$ cat src/rtl/full_adder_32b_behavioural_pkg.sv
// Shared constants and types for the registered behavioural adder.
package full_adder_32b_behavioural_pkg;

    // Default operand/sum width in bits.
    localparam int WIDTH_DEF = 33;

    // Reset values of the registered outputs.
    localparam logic RST_SUM_BIT  = 1'b0;
    localparam logic RST_C_OUT    = 1'b0;
    localparam logic RST_OVERFLOW = 1'b0;
    localparam logic RST_ZERO     = 1'b1;

    // Status flags registered alongside the sum.
    typedef struct packed {
        logic c_out;
        logic overflow;
        logic zero;
    } adder_flags_t;

    localparam adder_flags_t RST_FLAGS = '{
        c_out:    RST_C_OUT,
        overflow: RST_OVERFLOW,
        zero:     RST_ZERO
    };

endpackage

$ cat src/rtl/full_adder_32b_behavioural_flags.sv
// Output register stage: derives carry/overflow/zero from the raw
// WIDTH+1-bit sum and holds everything in flops so the outputs never
// see a combinational path from the operands.
module adder_flags_reg
    import full_adder_32b_behavioural_pkg::*;
#(
    parameter int WIDTH = WIDTH_DEF
) (
    input  logic             clk,
    input  logic             rst,
    input  logic [WIDTH:0]   sum_next_i,
    input  logic             a_msb_i,
    input  logic             b_msb_i,
    output logic [WIDTH-1:0] sum_o,
    output logic             c_out_o,
    output logic             overflow_o,
    output logic             zero_o
);

    logic [WIDTH-1:0] sum_d, sum_q;
    adder_flags_t     flags_d, flags_q;

    // Next-state: split carry from sum and derive signed overflow / zero.
    always_comb begin
        sum_d            = sum_next_i[WIDTH-1:0];
        flags_d.c_out    = sum_next_i[WIDTH];
        // Like-signed operands producing an opposite-signed result.
        flags_d.overflow = (a_msb_i == b_msb_i) && (sum_d[WIDTH-1] != a_msb_i);
        // Zero looks only at the sum bits; the carry is deliberately ignored.
        flags_d.zero     = (sum_d == '0);
    end

    // Result register; async reset clears in-flight data immediately.
    always_ff @(posedge clk or posedge rst) begin
        if (rst) begin
            sum_q   <= {WIDTH{RST_SUM_BIT}};
            flags_q <= RST_FLAGS;
        end else begin
            sum_q   <= sum_d;
            flags_q <= flags_d;
        end
    end

    assign sum_o      = sum_q;
    assign c_out_o    = flags_q.c_out;
    assign overflow_o = flags_q.overflow;
    assign zero_o     = flags_q.zero;

endmodule

$ cat src/rtl/full_adder_32b_behavioural.sv
// Registered WIDTH-bit adder with carry in/out, signed overflow and zero
// flags. One-cycle latency, a new result every clock.
module full_adder_32b_behavioural
    import full_adder_32b_behavioural_pkg::*;
#(
    parameter int WIDTH = WIDTH_DEF
) (
    output logic [WIDTH-1:0] sum,
    output logic             c_out,
    input  logic [WIDTH-1:0] a,
    input  logic [WIDTH-1:0] b,
    input  logic             c_in,
    input  logic             clk,
    input  logic             rst,
    output logic             overflow,
    output logic             zero
);

    logic [WIDTH:0] sum_next;

    // Single full-width add; operands are widened first so the carry survives.
    always_comb begin
        sum_next = {1'b0, a} + {1'b0, b} + {{WIDTH{1'b0}}, c_in};
    end

    adder_flags_reg #(
        .WIDTH (WIDTH)
    ) u_flags_reg (
        .clk        (clk),
        .rst        (rst),
        .sum_next_i (sum_next),
        .a_msb_i    (a[WIDTH-1]),
        .b_msb_i    (b[WIDTH-1]),
        .sum_o      (sum),
        .c_out_o    (c_out),
        .overflow_o (overflow),
        .zero_o     (zero)
    );

endmodule

$ cat config.mk
export PLATFORM = sky130hd
export DESIGN_NAME = full_adder_32b_behavioural
export DESIGN_NICKNAME = d
export VERILOG_FILES = /design/src/rtl/full_adder_32b_behavioural_pkg.sv /design/src/rtl/full_adder_32b_behavioural_flags.sv /design/src/rtl/full_adder_32b_behavioural.sv
export SDC_FILE = /design/constraint.sdc
export NUM_CORES = 1
export LEC_CHECK = 0
export ABC_AREA = 1
export CAP_MARGIN = 20
export CORE_MARGIN = 10
export CORE_UTILIZATION = 40
export CTS_CLUSTER_SIZE = 30
export DETAILED_ROUTE_END_ITERATION = 16
export PLACE_DENSITY = 0.69
export SETUP_SLACK_MARGIN = 0.15
export SYNTH_ARGS = -nofsm -noshare
export SYNTH_HDL_FRONTEND = slang
export SYNTH_HIERARCHICAL = 1
export SYNTH_SLANG_ARGS = --single-unit
export TNS_END_PERCENT = 1
$ cat constraint.sdc
create_clock -name clk -period 1.55 [get_ports clk]
set_input_delay 0.31 -clock clk [delete_from_list [all_inputs] [get_ports clk]]
set_output_delay 0.31 -clock clk [all_outputs]
set_load 0.05 [all_outputs]
### After elaboration in Yosys (flattened, before gate mapping)

Index checks and enable logic that the tools add are counted.

| cells by class | value |
|---|---|
| $add $sub $neg | 2 |
| equality and inequality tests | 2 |
| reduce and logical (&&, ||, !) cells | 2 |

Operators by type and width:

| kind | count |
|---|---|
| 33-bit by 33-bit adder with 34-bit output | 1 |
| 34-bit by 1-bit adder with 34-bit output | 1 |
| 33-bit zero test | 1 |
| 1-bit == test | 1 |
| 1-bit logical AND | 1 |
| 1-bit inequality test | 1 |

| word-level totals | value |
|---|---|
| flip-flop bits (word level) | 36 |
| input bits | 69 |
| output and inout bits | 36 |
| logic and storage cells | 10 |

### Longest topological paths before layout

| depth | value |
|---|---|
| word-level depth | 4 |
| mapped depth | 19 |
| depth with buffers taken out | 19 |

### By module

Netlist, hierarchy kept.

Modules (own cells, without submodules):

| module | times used | cells each | area an instance (um^2) | sequential area each (um^2) |
|---|---|---|---|---|
| full_adder_32b_behavioural | 1 | 546 | 2,560.0 | 0.0 |
| adder_flags_reg | 1 | 72 | 1,046.0 | 902.1 |

### Least setup slack after synthesis

No wires, ideal clock.

| timing path | value |
|---|---|
| path type | in2reg |
| start | input port a[0] |
| end | register u_flags_reg.flags_q, in the netlist u_flags_reg/zero_o |
| library setup time | 67 ps |
| arrival time | 2,225 ps |
| required time | 1,483 ps |
| slack | -742 ps |
| cell stages on the path | 18 |
| path buffers | 0 |
| path through | inv_1 -> fa_1 -> fa_1 -> inv_1 -> nand2_1 -> nand2_1 -> nand3_1 -> nand2_2 -> nand2_1 -> nand2_2 -> nand2_1 -> nand3_1 -> nand2_1 -> inv_1 -> nand2_1 -> nor2_1 -> nand3_1 -> nor2_1 |

RTL lines:

| what | RTL line | source |
|---|---|---|
| start, declared | full_adder_32b_behavioural.sv:10 | `input logic [WIDTH-1:0] a,` |
| end signal, assigned | full_adder_32b_behavioural_flags.sv:40 | `flags_q <= flags_d;` |
| end, declared | full_adder_32b_behavioural_flags.sv:21 | `adder_flags_t flags_d, flags_q;` |

==> impl_metrics.toml <==
[placement]
dp.final_hpwl_um = 11000
io_buffers = 104
post-place-ws_ns = -1.35
place.gp.congestion = 0.905

[job]
drv_cap = 0

[pwr]
p_seq_share_pct = 22.6
clkPwrFrac_pct = 12.5
p_comb_share_pct = 64.8
powerDensity_nw_per_um2 = 809
total_power_mw = 5.55
swShare_pct = 41.4
leakagePower_nw = 3.82
ir_drop_mv = 0.506
p_int_mw = 3.25
p_sw_mw = 2.30

[setup_path]
end_kind = "register"
cp-start-kind = "primary input"
critPathArrivalTime_ns = 2.43
critPathMaxStageDelay_ns = 0.40
required_ns = 1.77
slowest_stage = "fa_2"
cp_max_fo = 3
cpMostUsedCell = "nand2_2"
path_cells = "buf_6 -> inv_2 -> fa_2 -> fa_2 -> inv_2 -> nand2_2 -> nand2_2 -> nand3_2 -> nand2_2 -> nand2_2 -> nand2_2 -> nand2_2 -> nand3_2 -> nand2_2 -> nor2_1 -> nand2_1 -> nor2_1 -> nand3_1 -> nor2_1"
crit_type = "primary input to register"

[global_route]
track_usage_pct = 20.4
grt_max_degree = 37
grt_pass1_wl_um = 22200
grtUsageMet3_pct = 3.18
met2_usage_pct = 35.1
busiest_layer = "met2"
antenna_found_initial = 0
overflow = 0
grt_pass1_vias = 4723
grt_use_met1_pct = 25.6

[route]
drt_pass1_iterations = 5
antenna_left = 0
drc = 0
totalWireLength_um = 13800
vias = 4531
drtIter0Drc = 253
routed_via_density = 4.75
avgRoutedWirePerCell_um = 14.5

[synthesis]
synth_seq_cells = 36
netlist_area_um2 = 3610
synth_area_per_cell_um2 = 5.83
synth.distinct_cells = 23
netlist_instances = 618
ys_seq_area_share_pct = 25.0
syn_nets = 721
synth_warnings = 6

[min_path]
hold_path_class = "primary input to asynchronous set/reset pin"

[finish]
n_antenna_cell = 0
fillers = 636
fin_nets = 949
syn_to_final_growth_pct = 90.2
layout-drive-gt1-share_pct = 36.8

[sta]
finalHoldViolations = 0
fin_crit_sh_pct = 143
whs_ns = 0.373
fin_crit_ns = 2.21
slew_headroom_pct = 80.7
rsz0062_at_grt = "true"
layout_setup_ws_ns = -0.661
drv_slew = 0
setup_viol = 28
worst_pin_slew_ns = 0.289
fmax_ghz = 0.452

[cts]
hold_buffers = 0
cts_buffer_depth = 2
clock_sinks = 36
cts_buffers = 5
cts.htree.levels = 2
cts_tree = "built"
clkTransAtPathRegs_ns = 0.07
cts_root_buf = "clkbuf_8"

[run_status]
run_status = "complete, but fails checks"
violations = "negative setup slack"

[floorplan]
dieArea_um2 = 13200
pin_count = 105
core_area_um2 = 8760
start_util_pct = 41.1
die_y_um = 115
die_w_um = 115
rows = 34
## logic make-up (layout without fill, tap and decap cells)
kind of cell             Yosys count  count (layout)  synth area share [%]
adder cells (fa/ha/maj)           34              34                  12.2
flip-flops                        36              36                  25.0
buffers and inverters            135             363                  14.1
AND/OR/NAND/NOR                  371             371                  41.2
XOR/XNOR                          15              15                  3.64
AO/OA/AOI/OAI                     27              27                  3.89
## power by group through the flow
stage	registers [mW]	logic, mW	clock network [mW]
3_3_place_gp	1.27	3.11	0
3_5_place_dp	1.28	3.15	0
6_report	1.26	3.60	0.695
5_1_grt	1.28	3.83	0.738
2_1_floorplan	1.82	0.849	0
4_1_cts	1.26	3.45	0.712
## synthesized netlist by cell type
library cell  instances  area (µm²)
nand2_1             258         968
inv_1               135         507
nor2_1               65         244
dfrtp_1              35         876
ha_1                 32         400
nand3_1              26         130
a21oi_1              23         115
xor2_1               13         114
nand2_2               9        56.3
and2_1                3        18.8
nand4_1               3        18.8
fa_1                  2        40.0
nand3_2               2        20.0
nor3_1                2        10.0
xnor2_1               2        17.5
a21o_1                1        7.51
dfstp_2               1        26.3
nor2_2                1        6.26
o21ai_0               1        5.00
o21ai_1               1        5.00
o21bai_1              1        7.51
or2_0                 1        6.26
or2_1                 1        6.26
## sequential cells by signal, indices dropped and copies added (netlist names)
name                    cells
u_flags_reg/c_out_o         1
u_flags_reg/overflow_o      1
u_flags_reg/sum_o          33
u_flags_reg/zero_o          1
## metrics by stage
stage	instance area (µm²)	setup TNS [ns]	std cells	utilization (%)
after floorplan	3620	-3.84	618	-
after global placement	5920	-31.41	933	67.5
after detailed placement	5920	-32.31	933	67.5
after CTS	6670	-5.28	949	76.1
after global routing	6860	-9.53	954	78.3
final	6860	-6.85	954	78.3
## critical path, delay by kind of cell
| kind | cells | cell delay (ns) |
|---|---|---|
| adders and majority gates | 2 | 0.78 |
| buffers and inverters | 3 | 0.17 |
| and+or+nand+nor | 14 | 1.15 |
## placed cells by master (no fill, tap or decap), types with 30 or more instances in the layout
master / n
nand2_1: 213
inv_1: 129
buf_4: 112
dlygate4sd2_1: 53
nand2_2: 46
nor2_1: 46
buf_12: 35
dfrtp_1: 35
ha_4: 30
## cell type report
| cell class | count | area (µm²) | share of cell area (%) |
|---|---|---|---|
| timing repair buffer | 221 | 2240 | 32.6 |
| multi-input combinational | 447 | 2970 | 43.4 |
| sequential | 36 | 902 | 13.2 |
| inverter | 135 | 514 | 7.50 |
| clock buffer | 7 | 96.3 | 1.40 |
| tap | 108 | 135 | 1.97 |
## what timing repair did
action,4_1_cts,5_1_grt
pin swaps,39,20
setup buffers,9,5
resized for setup,188,40
setup endpoints to repair,35,32
## per-layer routing
metal  up-vias  share of wire (%)
met3        35                5.0
met5         -                  0
li1       2270                  -
met1      2079                 44
met2       147                 48
met4         0                2.6
## path summary, 6_finish.rpt
path                       start                   end  slack [ns]  depth (start not counted)
max                         b[0]    u_flags_reg/zero_o       -0.66                         19
max in group asynchronous    rst    u_flags_reg/zero_o        0.94                          3
min                          rst  u_flags_reg/sum_o[0]        0.37                          3
min in group clk            c_in  u_flags_reg/sum_o[0]        0.43                          4
Power figures use the tool's default switching activity.
